[src/rtl/uart_word_loader_pkg.sv]
// Shared types for the UART word loader: FSM state encoding and byte width.
// Latency: none (types and constants only).
// Backpressure: none; the loader has no stall path toward uart_receiver.
package uart_loader_pkg;

  localparam int BYTE_W = 8;

  typedef enum logic [1:0] {
    IDLE    = 2'd0,
    COLLECT = 2'd1,
    WRITE   = 2'd2,
    DONE    = 2'd3
  } loader_state_t;

endpackage

[src/rtl/uart_word_loader_byte_packer.sv]
// byte_packer: tracks the byte index and inserts bytes into the word under assembly.
// Latency: word output is combinational and already includes the byte currently on byte_data.
// Backpressure: none; accepts a byte every cycle that accept is high.
module byte_packer
  import uart_loader_pkg::*;
#(
  parameter int BYTES_PER_WORD = 4,
  parameter bit BIG_ENDIAN     = 1'b0,
  localparam int IDX_W  = (BYTES_PER_WORD > 1) ? $clog2(BYTES_PER_WORD) : 1,
  localparam int DATA_W = BYTE_W * BYTES_PER_WORD
) (
  input  logic              clk,
  input  logic              rst,
  input  logic              clear,
  input  logic              accept,
  input  logic [7:0]        byte_data,
  output logic [IDX_W-1:0]  idx,
  output logic [DATA_W-1:0] word,
  output logic              last_byte
);

  logic [IDX_W-1:0]  idx_q, idx_d;
  logic [DATA_W-1:0] word_q, word_d, word_ins;
  int                lane;

  // Insert the incoming byte into its lane; lane order depends on endianness.
  // The insert does not depend on accept so the caller can use it in the same cycle.
  always_comb begin
    lane     = BIG_ENDIAN ? (BYTES_PER_WORD - 1 - int'(idx_q)) : int'(idx_q);
    word_ins = word_q;
    word_ins[lane*BYTE_W +: BYTE_W] = byte_data;
  end

  // Index advance and word capture; clear abandons a partial word.
  always_comb begin
    word_d = word_q;
    idx_d  = idx_q;
    if (clear) begin
      idx_d = '0;
    end else if (accept) begin
      word_d = word_ins;
      idx_d  = last_byte ? '0 : idx_q + IDX_W'(1);
    end
  end

  // Byte index and shift register state.
  always_ff @(posedge clk or posedge rst) begin
    if (rst) begin
      idx_q  <= '0;
      word_q <= '0;
    end else begin
      idx_q  <= idx_d;
      word_q <= word_d;
    end
  end

  assign last_byte = (idx_q == IDX_W'(BYTES_PER_WORD - 1));
  assign idx       = idx_q;
  assign word      = word_ins;

endmodule

[src/rtl/uart_word_loader.sv]
// uart_word_loader: packs uart_receiver bytes into words and writes them sequentially to instr_mem.
// Latency: mem_we one cycle after the last byte strobe of a word; done one cycle after the final write.
// Backpressure: none; bytes outside a session are dropped and flagged in err_ovf.
// Optional partial-word timeout is compiled in with `define LOADER_TIMEOUT_EN.
module uart_word_loader
  import uart_loader_pkg::*;
#(
  parameter int BYTES_PER_WORD = 4,
  parameter int ADDR_W         = 8,
  parameter bit BIG_ENDIAN     = 1'b0,
  parameter int TIMEOUT_CYC    = 100000,
  localparam int DATA_W = BYTE_W * BYTES_PER_WORD,
  localparam int IDX_W  = (BYTES_PER_WORD > 1) ? $clog2(BYTES_PER_WORD) : 1
) (
  input  logic              clk,
  input  logic              rst,
  input  logic              start,
  input  logic [ADDR_W-1:0] base_addr,
  input  logic [ADDR_W:0]   num_words,
  input  logic              byte_valid,
  input  logic [7:0]        byte_data,
  output logic              mem_we,
  output logic [ADDR_W-1:0] mem_addr,
  output logic [DATA_W-1:0] mem_wdata,
  output logic              busy,
  output logic              done,
  output logic              err_ovf,
  output logic [ADDR_W:0]   words_wr
);

  loader_state_t     state_q, state_d;
  logic [ADDR_W-1:0] addr_q, addr_d;
  logic [ADDR_W:0]   num_q, num_d;
  logic [ADDR_W:0]   words_q, words_d;
  logic              mem_we_q, mem_we_d;
  logic [ADDR_W-1:0] mem_addr_q, mem_addr_d;
  logic [DATA_W-1:0] mem_wdata_q, mem_wdata_d;
  logic              busy_q, busy_d;
  logic              done_q, done_d;
  logic              err_q, err_d;

  logic              pk_clear, pk_accept, pk_last;
  logic [IDX_W-1:0]  pk_idx;
  logic [DATA_W-1:0] pk_word;

  byte_packer #(
    .BYTES_PER_WORD (BYTES_PER_WORD),
    .BIG_ENDIAN     (BIG_ENDIAN)
  ) u_packer (
    .clk       (clk),
    .rst       (rst),
    .clear     (pk_clear),
    .accept    (pk_accept),
    .byte_data (byte_data),
    .idx       (pk_idx),
    .word      (pk_word),
    .last_byte (pk_last)
  );

`ifdef LOADER_TIMEOUT_EN
  localparam int TO_W = $clog2(TIMEOUT_CYC + 1);
  logic [TO_W-1:0] to_cnt_q, to_cnt_d;
  logic            to_hit;

  // Idle counter for a partially filled word; any byte or leaving COLLECT clears it.
  always_comb begin
    to_cnt_d = '0;
    to_hit   = 1'b0;
    if (!start && !byte_valid && state_q == COLLECT && pk_idx != '0) begin
      if (to_cnt_q == TO_W'(TIMEOUT_CYC - 1)) to_hit = 1'b1;
      else                                    to_cnt_d = to_cnt_q + TO_W'(1);
    end
  end

  // Timeout counter state.
  always_ff @(posedge clk or posedge rst) begin
    if (rst) to_cnt_q <= '0;
    else     to_cnt_q <= to_cnt_d;
  end
`else
  logic unused_to;
  assign unused_to = (TIMEOUT_CYC == 0) | (|pk_idx);
`endif

  // Session FSM: start arms/aborts, bytes fill words, full words become one-cycle writes.
  always_comb begin
    state_d     = state_q;
    addr_d      = addr_q;
    num_d       = num_q;
    words_d     = words_q;
    mem_we_d    = 1'b0;
    mem_addr_d  = mem_addr_q;
    mem_wdata_d = mem_wdata_q;
    busy_d      = busy_q;
    done_d      = 1'b0;
    err_d       = err_q;
    pk_clear    = 1'b0;
    pk_accept   = 1'b0;
    if (start) begin
      addr_d   = base_addr;
      num_d    = num_words;
      words_d  = '0;
      err_d    = 1'b0;
      pk_clear = 1'b1;
      if (num_words == '0) begin
        state_d = DONE;
        done_d  = 1'b1;
        busy_d  = 1'b0;
      end else begin
        state_d = COLLECT;
        busy_d  = 1'b1;
      end
    end else begin
      case (state_q)
        COLLECT, WRITE: begin
          if (state_q == WRITE && words_q == num_q) begin
            // Final word just went out; no session left to take a byte.
            state_d = DONE;
            done_d  = 1'b1;
            busy_d  = 1'b0;
            if (byte_valid) err_d = 1'b1;
          end else begin
            state_d = COLLECT;
            if (byte_valid) begin
              pk_accept = 1'b1;
              if (pk_last) begin
                state_d     = WRITE;
                mem_we_d    = 1'b1;
                mem_addr_d  = addr_q;
                mem_wdata_d = pk_word;
                addr_d      = addr_q + ADDR_W'(1);
                words_d     = words_q + (ADDR_W+1)'(1);
              end
            end
`ifdef LOADER_TIMEOUT_EN
            if (to_hit) pk_clear = 1'b1;
`endif
          end
        end
        default: begin
          // IDLE and DONE both settle in IDLE and reject stray bytes.
          state_d = IDLE;
          busy_d  = 1'b0;
          if (byte_valid) err_d = 1'b1;
        end
      endcase
    end
  end

  // FSM state and registered outputs.
  always_ff @(posedge clk or posedge rst) begin
    if (rst) begin
      state_q     <= IDLE;
      addr_q      <= '0;
      num_q       <= '0;
      words_q     <= '0;
      mem_we_q    <= 1'b0;
      mem_addr_q  <= '0;
      mem_wdata_q <= '0;
      busy_q      <= 1'b0;
      done_q      <= 1'b0;
      err_q       <= 1'b0;
    end else begin
      state_q     <= state_d;
      addr_q      <= addr_d;
      num_q       <= num_d;
      words_q     <= words_d;
      mem_we_q    <= mem_we_d;
      mem_addr_q  <= mem_addr_d;
      mem_wdata_q <= mem_wdata_d;
      busy_q      <= busy_d;
      done_q      <= done_d;
      err_q       <= err_d;
    end
  end

  assign mem_we    = mem_we_q;
  assign mem_addr  = mem_addr_q;
  assign mem_wdata = mem_wdata_q;
  assign busy      = busy_q;
  assign done      = done_q;
  assign err_ovf   = err_q;
  assign words_wr  = words_q;

endmodule

[config.mk]
export PLATFORM = sky130hd
export DESIGN_NAME = uart_word_loader
export DESIGN_NICKNAME = d
export VERILOG_FILES = /design/src/rtl/uart_word_loader_pkg.sv /design/src/rtl/uart_word_loader_byte_packer.sv /design/src/rtl/uart_word_loader.sv
export SDC_FILE = /design/constraint.sdc
export NUM_CORES = 1
export LEC_CHECK = 0
export CAP_MARGIN = 20
export CELL_PAD_IN_SITES_DETAIL_PLACEMENT = 1
export CELL_PAD_IN_SITES_GLOBAL_PLACEMENT = 2
export CORE_ASPECT_RATIO = 0.7
export CORE_MARGIN = 1.5
export CORE_UTILIZATION = 34
export CTS_CLUSTER_SIZE = 28
export DETAILED_ROUTE_END_ITERATION = 7
export PLACE_DENSITY_LB_ADDON = 0.15
export SLEW_MARGIN = 30
export SYNTH_ARGS = -nofsm -noshare
export SYNTH_HDL_FRONTEND = slang
export SYNTH_SLANG_ARGS = --single-unit
[constraint.sdc]
create_clock -name clk -period 4.76 [get_ports clk]
set_clock_uncertainty 0.05 [all_clocks]
set_input_delay 1.19 -clock clk [delete_from_list [all_inputs] [get_ports clk]]
set_output_delay 1.19 -clock clk [all_outputs]
set_load 0.005 [all_outputs]
==> results of run 1 <==
## state kept, by name, indices dropped and copies added (netlist names)
signal           flops
words_wr             9
u_packer.word_q     24
mem_addr             8
busy                 1
state_q              2
addr_q               8
num_q                9
u_packer.idx         2
done                 1
mem_wdata           32
err_ovf              1
mem_we               1
## area by class of cell
class	count	area, um^2
clock buffer	10	239.0
clock inverter	6	66.31
fill	1347	6898
inverter	12	47.55
multi-input combinational	245	1873
sequential	98	2452
tap	162	202.7
timing repair buffer	87	855.8
## metal layers
metal,wire length (um),global-route usage,part of all wire
met5,0,0,0
met3,523,0.04092,0.044
met4,76,0.04130,0.0063
met1,6467,0.2934,0.54
met2,4941,0.2601,0.41
## logic make-up (layout without fill, tap and decap cells)
kind of cell             count (synthesis)  after routing  share of synthesized area
AO/OA/AOI/OAI                          113            113                     0.1875
XOR/XNOR                                 9              9                    0.01755
adder cells (fa/ha/maj)                  8              8                    0.02229
buffers and inverters                   41            115                    0.03789
flip-flops                              98             98                     0.5461
multiplexers                            36             36                    0.08972
AND/OR/NAND/NOR                         79             79                    0.09891
## power breakdown
group	leakage [nW]	switching, mW	internal (mW)
Combinational	1.02	0.127	0.140
Clock	0.152	0.323	0.423
Sequential	1.30	0.0461	0.896
## metrics by stage
| stage | setup slack, ns | total power, mW | hold slack [ns] | util |
|---|---|---|---|---|
| floorplan | 0.9579 | 1.092 | 0.4162 | - |
| global placement | 1.325 | 1.218 | 0.4168 | 0.4295 |
| detailed placement | 1.220 | 1.228 | 0.4276 | 0.4299 |
| CTS | 1.588 | 1.978 | 0.4433 | 0.4541 |
| global route | 1.396 | 2.040 | 0.4579 | 0.4541 |
| finish | 1.611 | 1.955 | 0.4366 | 0.4541 |
## worst paths after layout
| path | end | cells after the start | startpoint |
|---|---|---|---|
| max reg2reg | u_packer.word_q[6] | 6 | u_packer.idx[0] |
| max in group asynchronous | mem_wdata[21] | 3 | rst |
| min in group asynchronous | mem_wdata[26] | 2 | rst |
| max | u_packer.word_q[6] | 5 | start |
| min | mem_addr[5] | 1 | mem_addr[5] |
| min reg2reg | mem_addr[5] | 1 | mem_addr[5] |
## critical path, cell delays in order
cell and delay (ns):
clkdlybuf4s50_1 0.54, buf_4 0.30, inv_1 0.53, nand3_1 0.44, a22o_1 0.30
## cell usage after synthesis (2+ instances only)
cell type / instances
mux2_1: 19
or4_1: 10
or3_1: 3
xnor2_1: 9
a21oi_1: 9
mux2_2: 15
inv_1: 10
nor3_1: 4
ha_1: 8
a22oi_1: 9
buf_1: 9
buf_2: 10
a22o_1: 48
o21ai_0: 24
nand2_1: 10
or2_2: 2
nor2_1: 16
nand3_1: 16
clkbuf_1: 9
nand2b_1: 2
mux2i_1: 2
a31oi_1: 7
nand4_2: 2
nor2b_1: 2
nand4_1: 2
o31ai_1: 9
dfrtp_1: 98
and3_1: 6
==> impl_metrics.json, run 1 <==
{
  "outcome": "completed",
  "cp.arrival_ns": 3.32,
  "finalSetupTns_ns": 0,
  "start_util": 0.3554,
  "place_congestion": 0.7561,
  "slew_headroom": 0.4386,
  "drv_cap": 0,
  "hold_viol": 0,
  "row_count": 34,
  "dr.pass1.iters": 4,
  "synth.area.top_cells": "dfrtp_1 (55%), a22o_1 (9.4%), mux2_1 (4.8%), mux2_2 (3.8%), o21ai_0 (2.7%)",
  "fmax_ghz": 0.3175,
  "rsz0062_at_grt": "false",
  "root_buffer": "clkbuf_16",
  "hp-class": "flop to flop",
  "place.detailed.hpwl_um": 8492,
  "diodes": 0,
  "synthToLayoutAreaGrowth_pct": 27.75,
  "clk_latency_ns": 0.34,
  "synth_nets": 421,
  "final_cells": 620,
  "r2r_setup_slack_ns": 2.17,
  "cts_tree": "built",
  "design_area_um2": 5737,
  "core-area_um2": 12630,
  "io_pins": 82,
  "ir_drop_uv": 185.5,
  "synth_ff_type": "dfrtp_1",
  "cts_buffers": 9,
  "power_leakage_nw": 2.481,
  "seq_area_frac_synth": 0.5461,
  "h-tree-depth": 3,
  "drc": 0,
  "viasPerCell": 5.508,
  "grt_first_pass_wirelength_um": 20250,
  "drive_above_1_share": 0.1070,
  "power_density_nw_per_um2": 340.8,
  "worst_pin_slew_ns": 0.8371,
  "ys_warn_count": 0,
  "min_period_ns": 3.149,
  "period_share": 0.6616,
  "synth_edf_count": 0,
  "grt_max_degree": 42,
  "synth_cell_type_count": 42,
  "grtUsageTotal": 0.1868,
  "holdBufCountCts": 0,
  "clkSlewWorstSetupHoldPaths_ns": 0.07,
  "netlist_area_um2": 4491,
  "cts_resized": 0,
  "endpoint_kind": "flop",
  "synth_seq_cells": 98,
  "port_buffers": 81,
  "cts_sinks": 98,
  "cts_setup_buffers": 0,
  "antenna_found_initial": 0,
  "clockBufferDepth": 2,
  "fp.dieW_um": 140.4,
  "synth_cells": 384,
  "die_area_um2": 13920,
  "synth_largest_area_cell": "dfrtp_1",
  "die_h_um": 99.15,
  "drtIter0Drc": 183,
  "grt_pass1_vias": 3561,
  "setup-violations-final": 0,
  "cp.required_ns": 4.93,
  "final_cell_mix": "dfrtp_1 (98), clkdlybuf4s50_1 (81), a22o_1 (48)",
  "wire_per_inst_um": 19.37,
  "async_reset_ff_frac": 1.000,
  "globalRouteOverflowTotal": 0,
  "final_nets": 490,
  "vias": 3415,
  "drv_slew": 0,
  "dp.cells": 604,
  "startpoint_type": "primary input",
  "synth.top_cell.area_share": 0.5461,
  "final_antenna_net_count": 0,
  "final_common_cell": "dfrtp_1",
  "syn_avg_cell_area_um2": 11.69,
  "worst-path-max-fanout": 24,
  "worstSetupPathType": "primary input to flop",
  "dpl_cell_area_um2": 5431,
  "wirelength_um": 12010
}
No activity file was read; power rests on OpenSTA's default activity.
==> run 2: changes to the inputs <==
CORE_UTILIZATION = 31   (was 34)
clock period = 2.76 ns   (was 4.76 ns; I/O delays follow)
==> run 2 against run 1 <==
  * Critical endpoint is now mem_addr[1]
  * Via count increased by 0.12%
  * Non-clock buffer count increased by 7
  * Register-to-register slack got worse by 1.9 ns
  * Combinational power increased by 76%
  * Sequential power increased by 73%
  * Sequential share of layout area decreased by 0.67 points
  * Count of clock-buffer cells in the layout increased by 1
  * Total power increased by 71%
  * Die area increased by 9.4%
==> impl_metrics.json, run 2 (same netlist as run 1, synthesis figures left out) <==
{
  "outcome": "completed",
  "finalSetupTns_ns": 0,
  "globalRouteOverflowTotal": 0,
  "clockBufferDepth": 2,
  "drv_cap": 0,
  "cp_cell_sequence": "xnor2_1 > nand4_2 > o31ai_4 > nand2b_1 > buf_4 > mux2_2",
  "startpoint_type": "flop",
  "cp.required_ns": 2.94,
  "hold_path_end": "mem_wdata[19]",
  "drtIter0Drc": 170,
  "grtUsageTotal": 0.1740,
  "hold_slack_ns": 0.4413,
  "drc": 0,
  "worst-path-max-fanout": 20,
  "wire_per_inst_um": 19.22,
  "port_buffers": 81,
  "fmax_ghz": 0.4079,
  "ir_drop_uv": 305.0,
  "cts_setup_buffers": 0,
  "wirelength_um": 12590,
  "io_pins": 82,
  "root_buffer": "clkbuf_16",
  "slew_headroom": 0.5306,
  "regToRegEndpoint": "mem_addr[1]",
  "vias": 3419,
  "period_share": 0.8882,
  "power_density_nw_per_um2": 574.3,
  "slowest_delay_ns": 0.48,
  "worst_pin_slew_ns": 0.6987,
  "row_count": 36,
  "rsz0062_at_grt": "false",
  "core-area_um2": 14010,
  "drv_slew": 0,
  "worstSetupPathType": "flop to flop",
  "final_antenna_net_count": 0,
  "p_total_mw": 3.347,
  "antenna_found_initial": 0,
  "final_nets": 497,
  "min_period_ns": 2.452,
  "largest_reg_flops": 32,
  "grt_first_pass_wirelength_um": 20610,
  "grt_pass1_vias": 3664,
  "viasPerCell": 5.220,
  "critPathSlowestCell": "o31ai_4",
  "cts_sinks": 98,
  "power_leakage_nw": 2.503,
  "synthToLayoutAreaGrowth_pct": 29.79,
  "cp.arrival_ns": 2.63,
  "final_cell_mix": "dfrtp_1 (98), clkdlybuf4s50_1 (81), a22o_1 (48)",
  "clkSlewWorstSetupHoldPaths_ns": 0.07,
  "start_util": 0.3206,
  "final_common_cell": "dfrtp_1",
  "die_area_um2": 15230,
  "drive_above_1_share": 0.1140,
  "dr.pass1.iters": 4,
  "place.detailed.hpwl_um": 8726,
  "cts_resized": 0,
  "setup-violations-final": 0,
  "cts_tree": "built",
  "layout_setup_ws_ns": 0.3085,
  "r2r_cells": 6,
  "clk_latency_ns": 0.34,
  "diodes": 0,
  "place_congestion": 0.7283,
  "grt_max_degree": 99,
  "h-tree-depth": 3,
  "hp-class": "flop to flop",
  "holdCritStartpoint": "mem_wdata[19]",
  "fp.dieW_um": 146.9,
  "r2r_setup_slack_ns": 0.31,
  "die_h_um": 103.7,
  "hold_viol": 0,
  "endpoint_kind": "flop",
  "dp_worst_setup_slack_ns": 0.1435,
  "whs_path_depth": 1,
  "cts_buffers": 9,
  "r2r_start": "words_wr[2]",
  "holdBufCountCts": 0
}
## run 2: worst max path at each step
stage	cells after the start	from	end
2_1_floorplan	7	u_packer.idx[0]	u_packer.word_q[16]
3_3_place_gp	7	start	mem_wdata[23]
3_5_place_dp	7	start	mem_wdata[16]
4_1_cts	6	words_wr[1]	mem_addr[1]
5_1_grt	6	words_wr[3]	mem_addr[1]
6_report	6	words_wr[2]	mem_addr[1]
## run 2: power by group
| part | internal (mW) | total [mW] | switching [mW] | leakage, nW |
|---|---|---|---|---|
| Sequential | 1.55 | 1.63 | 0.0804 | 1.30 |
| Combinational | 0.248 | 0.471 | 0.222 | 1.06 |
| Clock | 0.701 | 1.25 | 0.550 | 0.136 |
| Total | 2.49 | 3.35 | 0.852 | 2.50 |
## run 2: metal layers
layer	vias up	part of all wire	global-route usage
li1	1585	-	-
met1	1758	0.54	0.2637
met2	68	0.41	0.2503
met3	8	0.037	0.03789
met4	0	0.0092	0.04113
met5	-	0	0
## run 2: worst max-delay path, delay by kind of cell, from the launching register on
| family | cells | cell delay (ns) |
|---|---|---|
| xor+xnor | 1 | 0.21 |
| compound gates | 1 | 0.48 |
| flops | 1 | 0.46 |
| mux | 1 | 0.37 |
| simple gates | 2 | 0.47 |
| buf+inv | 1 | 0.28 |
## run 2: per-stage QoR
stage / area [um^2] / utilization / cells
3_5_place_dp: 5540 / 0.3955 / 639
5_1_grt: 5828 / 0.4160 / 655
3_3_place_gp: 5540 / 0.3955 / 639
4_1_cts: 5828 / 0.4160 / 655
6_report: 5828 / 0.4160 / 655
2_1_floorplan: 4494 / - / 384
## run 2: final cells by class
type / instances / area (um^2)
fillers: 1478 / 8180
flip-flops and latches: 98 / 2452
multi-input cells: 245 / 1868
repair buffers: 94 / 933.4
well taps: 190 / 237.7
clock buffers: 11 / 232.7
clock inverters: 5 / 55.05
inverters: 12 / 48.80
